--- src/rtl/wb_mem_bist_master.sv ---
// Wishbone classic initiator that writes a seeded pattern to every SRAM word,
// reads it all back and reports pass/fail, error count and first failing word.
module wb_mem_bist_master #(
    parameter logic [31:0] ADDR_BASE = 32'h3000_0000,
    parameter int unsigned WORDS     = 256,
    parameter logic [3:0]  TIMEOUT   = 4'd15
) (
    input  logic        wb_clk_i,
    input  logic        wb_rst_i,
    input  logic        start_i,
    input  logic [31:0] seed_i,
    output logic        wbm_cyc_o,
    output logic        wbm_stb_o,
    output logic        wbm_we_o,
    output logic [3:0]  wbm_sel_o,
    output logic [31:0] wbm_adr_o,
    output logic [31:0] wbm_dat_o,
    input  logic [31:0] wbm_dat_i,
    input  logic        wbm_ack_i,
    output logic        busy_o,
    output logic        done_o,
    output logic        pass_o,
    output logic        timeout_o,
    output logic [8:0]  err_count_o,
    output logic [7:0]  fail_addr_o,
    output logic [31:0] fail_data_o,
    output logic [2:0]  state_o
);

    typedef enum logic [2:0] {
        IDLE   = 3'd0,
        WR_REQ = 3'd1,
        WR_GAP = 3'd2,
        RD_REQ = 3'd3,
        RD_GAP = 3'd4,
        DONE   = 3'd5
    } state_t;

    localparam logic [7:0] LAST = 8'(WORDS - 1);

    state_t      state;
    state_t      state_nxt;
    logic [7:0]  idx;
    logic [7:0]  idx_inc;
    logic [31:0] seed;
    logic [3:0]  tmo_cnt;
    logic        req_active;
    logic        tmo_hit;
    logic        last;

    function automatic logic [31:0] pattern(input logic [31:0] s, input logic [7:0] i);
        return s ^ {4{i}};
    endfunction

    function automatic logic [31:0] word_addr(input logic [7:0] i);
        return ADDR_BASE + {22'd0, i, 2'b00};
    endfunction

    // Classic handshake: a request is stb=1 with stable adr/dat/we/sel; it
    // completes on the first edge where ack=1 is sampled. Ack while stb=0 is ignored.
    assign req_active = (state == WR_REQ) || (state == RD_REQ);
    assign tmo_hit    = req_active && !wbm_ack_i && (tmo_cnt == TIMEOUT - 4'd1);
    assign last       = (idx == LAST);
    assign idx_inc    = idx + 8'd1;

    assign wbm_cyc_o = req_active;
    assign wbm_stb_o = req_active;
    assign wbm_sel_o = req_active ? 4'hF : 4'h0;
    assign busy_o    = (state != IDLE) && (state != DONE);
    assign state_o   = state;

    always_ff @(posedge wb_clk_i) begin
        if (wb_rst_i) begin
            state <= IDLE;
        end else begin
            state <= state_nxt;
        end
    end

    always_comb begin
        state_nxt = state;
        case (state)
            IDLE:    if (start_i) state_nxt = WR_REQ;
            WR_REQ: begin
                if (wbm_ack_i)    state_nxt = WR_GAP;
                else if (tmo_hit) state_nxt = DONE;
            end
            WR_GAP:  state_nxt = last ? RD_REQ : WR_REQ;
            RD_REQ: begin
                if (wbm_ack_i)    state_nxt = RD_GAP;
                else if (tmo_hit) state_nxt = DONE;
            end
            RD_GAP:  state_nxt = last ? DONE : RD_REQ;
            DONE:    state_nxt = IDLE;
            default: state_nxt = IDLE;
        endcase
    end

    always_ff @(posedge wb_clk_i) begin
        if (wb_rst_i) begin
            seed        <= '0;
            idx         <= '0;
            tmo_cnt     <= '0;
            wbm_we_o    <= 1'b0;
            wbm_adr_o   <= '0;
            wbm_dat_o   <= '0;
            done_o      <= 1'b0;
            pass_o      <= 1'b0;
            timeout_o   <= 1'b0;
            err_count_o <= '0;
            fail_addr_o <= '0;
            fail_data_o <= '0;
        end else begin
            case (state)
                IDLE: begin
                    if (start_i) begin
                        seed        <= seed_i;
                        idx         <= '0;
                        tmo_cnt     <= '0;
                        wbm_we_o    <= 1'b1;
                        wbm_adr_o   <= word_addr(8'd0);
                        wbm_dat_o   <= pattern(seed_i, 8'd0);
                        done_o      <= 1'b0;
                        pass_o      <= 1'b0;
                        timeout_o   <= 1'b0;
                        err_count_o <= '0;
                        fail_addr_o <= '0;
                        fail_data_o <= '0;
                    end
                end
                WR_REQ, RD_REQ: begin
                    if (wbm_ack_i) begin
                        if (state == RD_REQ && wbm_dat_i != pattern(seed, idx)) begin
                            if (err_count_o != '1) err_count_o <= err_count_o + 9'd1;
                            // A zero count means this is the first mismatch of the run
                            if (err_count_o == '0) begin
                                fail_addr_o <= idx;
                                fail_data_o <= wbm_dat_i;
                            end
                        end
                    end else if (tmo_hit) begin
                        timeout_o <= 1'b1;
                        done_o    <= 1'b1;
                        pass_o    <= 1'b0;
                    end else begin
                        tmo_cnt <= tmo_cnt + 4'd1;
                    end
                end
                WR_GAP: begin
                    tmo_cnt <= '0;
                    if (last) begin
                        idx       <= '0;
                        wbm_we_o  <= 1'b0;
                        wbm_adr_o <= word_addr(8'd0);
                    end else begin
                        idx       <= idx_inc;
                        wbm_adr_o <= word_addr(idx_inc);
                        wbm_dat_o <= pattern(seed, idx_inc);
                    end
                end
                RD_GAP: begin
                    tmo_cnt <= '0;
                    if (last) begin
                        done_o <= 1'b1;
                        pass_o <= (err_count_o == '0) && !timeout_o;
                    end else begin
                        idx       <= idx_inc;
                        wbm_adr_o <= word_addr(idx_inc);
                    end
                end
                default: ;
            endcase
        end
    end

endmodule

--- config.mk ---
export PLATFORM = sky130hd
export DESIGN_NAME = wb_mem_bist_master
export DESIGN_NICKNAME = d
export VERILOG_FILES = /design/src/rtl/wb_mem_bist_master.sv
export SDC_FILE = /design/constraint.sdc
export NUM_CORES = 1
export LEC_CHECK = 0
export ABC_AREA = 1
export BUFFER_PORTS_ARGS = -buffer_cell sky130_fd_sc_hd__buf_2
export CORE_ASPECT_RATIO = 0.75
export CORE_MARGIN = 2
export CORE_UTILIZATION = 35
export CTS_CLUSTER_SIZE = 28
export DETAILED_ROUTE_END_ITERATION = 8
export PLACE_DENSITY = 0.64
export SYNTH_ARGS = -nofsm -noshare
export SYNTH_HDL_FRONTEND = slang
export SYNTH_SLANG_ARGS = --single-unit
--- constraint.sdc ---
create_clock -name wb_clk_i -period 1.9 [get_ports wb_clk_i]
set_input_delay 0.285 -clock wb_clk_i [delete_from_list [all_inputs] [get_ports wb_clk_i]]
set_output_delay 0.285 -clock wb_clk_i [all_outputs]
set_load 0.05 [all_outputs]
* Yosys cells after proc, flatten, opt, wreduce, memory -nomap -nowiden
Cells that the tools add are included.
** Word-level totals
- Register bits after elaboration :: 164
- Output and inout bits :: 127
- Word-level logic and storage cells :: 117
** Cells by class
- Add/subtract/negate cells :: 4
- Equal/unequal tests :: 21
- Mux-type cells :: 50
- Bitwise operators :: 2
- Reductions and logical operators :: 27
** Operators by type and width (count)
- $mux W32 :: 8
- $pmux W32 S2 :: 2
- $pmux W32 S3 :: 1
- $xor A32 B32 Y32 :: 2
- $mux W8 :: 6
- $mux W9 :: 4
- $ne A32 B32 Y1 :: 1
- $add A30 B10 Y31 const A :: 1
- $mux W31 :: 1
- $ne A2 B2 Y1 const B :: 12
- $pmux W8 S3 :: 1
- $pmux W9 S2 :: 1
- $mux W4 :: 4
- $pmux W8 S2 :: 1
- $mux W3 :: 5
- $pmux W3 S5 :: 1
- $reduce_and A5 Y1 :: 3
- $pmux W4 S3 :: 1
- $reduce_bool A3 Y1 :: 4
- $add A9 B1 Y9 const B :: 1
- $logic_not A9 Y1 :: 1
- $mux W1 :: 9
- $ne A9 B9 Y1 const B :: 1
- $reduce_and A3 Y1 :: 3
- other kinds (19) :: 30

* Depth between registers and ports, before layout
- Depth after elaboration :: 7
- Gate-level depth with buffers :: 17
- Gate-level depth less buffers :: 15

* Worst setup path after synthesis
No wires, ideal clock.
- Path type :: register -> output
- Start :: register state[0] (netlist: state_o[0])
- End :: output port wbm_sel_o[0]
- Data arrival time :: 2.325 ns
- Data required time :: 1.615 ns
- Setup slack :: -0.710 ns
- Stages on the path, launching flop included :: 6
- Buffers on the path :: 3
- Cell sequence :: dfxtp_1 nand2_2 inv_2 buf_1 clkbuf_1 buf_4
** Between the ends
- Longest elaborated chain between the ends :: 3
** RTL lines
- start, declared :: line 41 : state_t state;
- start signal, assigned :: line 76 : state <= state_nxt;
- $eq A3 B1 Y1 or $eq A3 B2 Y1 (tied branches) :: line 61 : assign req_active = (state == WR_REQ) || (state == RD_REQ);
- $logic_or A1 B1 Y1 (*) :: line 61
- via wbm_cyc_o :: line 12 : output logic wbm_cyc_o,
- $mux W4 (*) :: line 68 : assign wbm_sel_o = req_active ? 4'hF : 4'h0;
- end, declared :: line 15 : output logic [3:0] wbm_sel_o,
The timed path passes the listed nets; every way through them passes the cells marked *.

* Worst setup path in the final report
- Start :: register idx[2]
- End :: register fail_data_o[23]
** Between the ends
- Longest elaborated chain between the ends :: 5
** RTL lines
- start, declared :: line 43 : logic [7:0] idx;
- start signal, assigned :: line 156 : idx <= idx_inc;
- start signal, assigned :: line 167 : idx <= idx_inc;
- $xor A32 B32 Y32 :: line 52 : return s ^ {4{i}};
- $ne A32 B32 Y1 :: line 133 : if (state == RD_REQ && wbm_dat_i != pattern(seed, idx)) begin
- $logic_and A1 B1 Y1 :: line 133
- $ne A2 B2 Y1 (no line)
- $reduce_and A5 Y1 (no line)
- end signal, assigned :: line 138 : fail_data_o <= wbm_dat_i;
- end, declared :: line 26 : output logic [31:0] fail_data_o,
No other way between the ends.
A chain may end at the register's enable or synchronous reset.

==> out/summary.txt <==
STATUS
--------------------------------------------------------------------------------
Result of the run ................................................. finished, violations left
Failing checks .................................................... setup timing

YOSYS
--------------------------------------------------------------------------------
Sequential-to-total area share from yosys stat ....................        0.340
Yosys top cell area share .........................................        0.340
Average size of a mapped cell .....................................    6.35 um^2
Syn Inst Count ....................................................         1235
Cell type contributing the most total cell area after synthesis ...      dfxtp_1
Top cells by area in the synthesized netlist ...................... dfxtp_1, nand2_1, inv_1
Post-Synth XOR/XNOR Area ..........................................       0.0179
Post-synthesis mux area share .....................................            0
Synthesized area .................................................. 0.00784 mm^2
Area fraction in compound gates after synthesis ...................        0.143
Async SR Flop Fraction ............................................            0
Adder-cell share of the synthesized area ..........................      0.00958
Main combinational cell family by area after synthesis ............ simple AND/OR/NAND/NOR gates
Area share of and/or/nand/nor cells after synthesis ...............        0.324
Count of yosys warnings during synthesis ..........................            0
Dominant register cell in the synthesized netlist .................      dfxtp_1
FF+latch count, synth .............................................          133
Number of unique standard cell types used by synthesis ............           40
EDFF count, synth .................................................            0

GRT
--------------------------------------------------------------------------------
Largest net degree at the start of global routing .................           65
Overall track demand over capacity in global routing ..............        0.221
Vias in the first global route ....................................         7732
Grt total ovfl ....................................................            0
M1 GR Usage .......................................................        0.306
Number of antenna violations at the first check in global routing .            5
Met3 GRT Util .....................................................       0.0628
Grt met2 use ......................................................        0.332
Global-route wire length before repair ............................     40800 um
GRT busiest layer .................................................         met2

SETUP PATH
--------------------------------------------------------------------------------
Startpoint-to-endpoint class of the critical path .................      reg2reg
Nature of the critical path endpoint ..............................    flip-flop
Internal reg-to-reg setup slack ...................................     -0.10 ns
CP required .......................................................      2.22 ns
Startpoint type of the worst setup path ...........................    flip-flop
Data arrival time of the worst path ...............................      2.33 ns
Peak fanout along the critical path ...............................            7

PLACEMENT
--------------------------------------------------------------------------------
Number of input and output port buffers inserted ..................          172
Number of placed instances, taps included .........................         1707
Post-DP HPWL ......................................................     19800 um
Gpl congestion ....................................................        0.961

ROUTING
--------------------------------------------------------------------------------
Post-DR vias/cell .................................................         4.94
1st-iter DRT viols ................................................          841
Aggregate routed wire length ......................................     27300 um
Router iterations before antenna repair ...........................            5
Drc violations ....................................................            0
Count of vias placed by the detailed router .......................         8729
Wire length per cell ..............................................      15.5 um
Final antenna-violating net count .................................            0

RUN
--------------------------------------------------------------------------------
Max-capacitance violation count ...................................            0

STA
--------------------------------------------------------------------------------
Min Clock Period, post-route ......................................      2.00 ns
Final setup slack of the worst path ...............................    -0.105 ns
RSZ-0062 raised after global routing ..............................          yes
Count of final hold-check violations ..............................            0
Final Cycle Share .................................................         1.06
Final setup skew ..................................................    0.0112 ns
Total negative setup slack ........................................     -2.93 ns
Final setup viols .................................................           46
Highest Clock Rate ................................................    0.499 GHz
Final count of pins violating max slew ............................            0

WORST HOLD PATH
--------------------------------------------------------------------------------
Worst hold-check path type ........................................       in2reg

DIE
--------------------------------------------------------------------------------
Starting density of the core ......................................        0.356
Chip Width ........................................................       177 um
Site row count ....................................................           47
Number of placed I/O pins .........................................          195
Area of the core ..................................................  0.0220 mm^2
Overall die height ................................................       134 um
Die area ..........................................................  0.0236 mm^2

CTS
--------------------------------------------------------------------------------
Worst skew pair latency ...........................................      0.43 ns
Reg clk slew, reported paths ......................................      0.06 ns
TritonCTS clock tree ..............................................        built
Deepest clock path buffer count ...................................            2
# H-tree levels ...................................................            4
CTS sink cnt ......................................................          133
Cell chosen for the clock root ....................................    clkbuf_16
TritonCTS buffer count ............................................           17

LAYOUT
--------------------------------------------------------------------------------
Non-filler cells, final ...........................................         1768
Area taken by multi-input logic gates ............................. 0.00439 mm^2
Reg area .......................................................... 0.00270 mm^2
Finished Core Util ................................................        0.487
Layout net count ..................................................         1531
Number of filler cells placed in the layout .......................         2232
Share of cells above drive strength 1 .............................        0.312
Area overhead of the layout relative to synthesis .................        36.6%

PWR
--------------------------------------------------------------------------------
Cell Pwr Density ..................................................  973 mW/mm^2
Leakage dissipation ...............................................      5.41 nW
Peak supply drop ..................................................     0.500 mV
Overall Power .....................................................      10.4 mW

[where the power goes]
group	total (mW)	switching, mW	internal [mW]
clock	3.10	1.39	1.71
sequential	3.35	0.232	3.12
combinational	3.96	2.68	1.27
total	10.4	4.31	6.10
[critical path, stage by stage (launching register included)]
cell and delay, ns:
dfxtp_4 0.38, buf_8 0.15, nand2_1 0.08, nand2_1 0.07, nand2_1 0.05, nand2_1 0.07, nand3_2 0.11, nor2_2 0.16
nand2_1 0.10, nor2_4 0.12, nand2_4 0.09, nand3_4 0.18, clkbuf_16 0.22, nand2_2 0.04, nand2_1 0.05, nor2_1 0.04
[cells by family (layout without fill, tap and decap cells)]
| logic type | count (synthesis) | in the layout |
|---|---|---|
| simple gates | 592 | 593 |
| buf+inv | 287 | 500 |
| compound gates | 200 | 200 |
| flops | 133 | 133 |
| xor+xnor | 16 | 16 |
| fa+ha+maj | 6 | 6 |
| other cells | 1 | 26 |
[flip-flops by register name, indices dropped and copies added (netlist names), 2 cells and up]
name         flops
err_count_o      9
fail_addr_o      8
wbm_adr_o        2
fail_data_o     32
tmo_cnt          4
wbm_dat_o       32
idx              7
seed            32
state_o          3
[path summary, 6_finish.rpt]
| check | startpoint | end | depth (start not counted) |
|---|---|---|---|
| setup / recovery | idx[2]$_SDFFE_PP0P_ | fail_data_o[23]$_SDFFE_PP0P_ | 15 |
| hold reg to reg | wbm_dat_o[21]$_SDFFE_PP0P_ | wbm_dat_o[21]$_SDFFE_PP0P_ | 2 |
| hold / removal | wbm_ack_i | state_o[0]$_SDFFE_PP0P_ | 2 |
| setup reg to reg | idx[2]$_SDFFE_PP0P_ | fail_data_o[23]$_SDFFE_PP0P_ | 15 |
[timing repair]
item,4_1_cts,5_1_grt
gates cloned,2,6
hold buffers,0,0
pin swaps,1,28
resized for setup,45,142
endpoints found under the setup margin,96,89
buffers inserted,4,13
hold endpoints to repair,0,0
[synth_stat cells, types with 5 or more instances]
| cell type | instances |
|---|---|
| xor2_1 | 11 |
| o21ai_0 | 92 |
| a21oi_1 | 69 |
| nand2_1 | 343 |
| dfxtp_1 | 133 |
| nor2_1 | 121 |
| nand2_2 | 6 |
| clkbuf_1 | 32 |
| buf_2 | 10 |
| buf_1 | 7 |
| nand3b_1 | 8 |
| buf_6 | 9 |
| buf_4 | 34 |
| a31oi_1 | 19 |
| inv_1 | 172 |
| nand3_1 | 46 |
| nand4_1 | 54 |
| inv_2 | 19 |
| ha_1 | 6 |
| xnor2_1 | 5 |
[per-layer routing]
| metal | part of all wire | up-vias |
|---|---|---|
| met5 | 0.00048 | - |
| met4 | 0.019 | 2 |
| met3 | 0.084 | 35 |
| met2 | 0.44 | 308 |
| met1 | 0.45 | 4062 |
| li1 | - | 4322 |
[per-stage QoR]
stage | setup WS, ns | hold slack, ns | cell area, um^2
2_1_floorplan | 0.00584 | 0.373 | 7970
3_3_place_gp | -0.182 | 0.456 | 9330
6_report | -0.105 | 0.0947 | 10700
3_5_place_dp | -0.189 | 0.457 | 9330
4_1_cts | -0.0200 | 0.0719 | 10100
5_1_grt | -0.236 | 0.0968 | 10700
[area by class of cell]
class	count	share of cell area
diodes	4	0.000935
flip-flops and latches	133	0.252
inverters	195	0.0705
well taps	294	0.0344
clock inverters	14	0.00959
clock buffers	18	0.0410
multi-input cells	837	0.410
repair buffers	273	0.182
[cells in the final DEF (no fill, tap or decap), types with 23 or more instances in the layout]
master,synthesis,final
nand2_1,343,304
buf_2,10,167
inv_1,172,158
dfxtp_1,133,118
nor2_1,121,108
buf_4,34,72
o21ai_0,92,66
a21oi_1,69,63
nand4_1,54,54
nand3_1,46,39
inv_2,19,29
nand2_2,6,23
No activity file was read; power rests on OpenSTA's default activity.
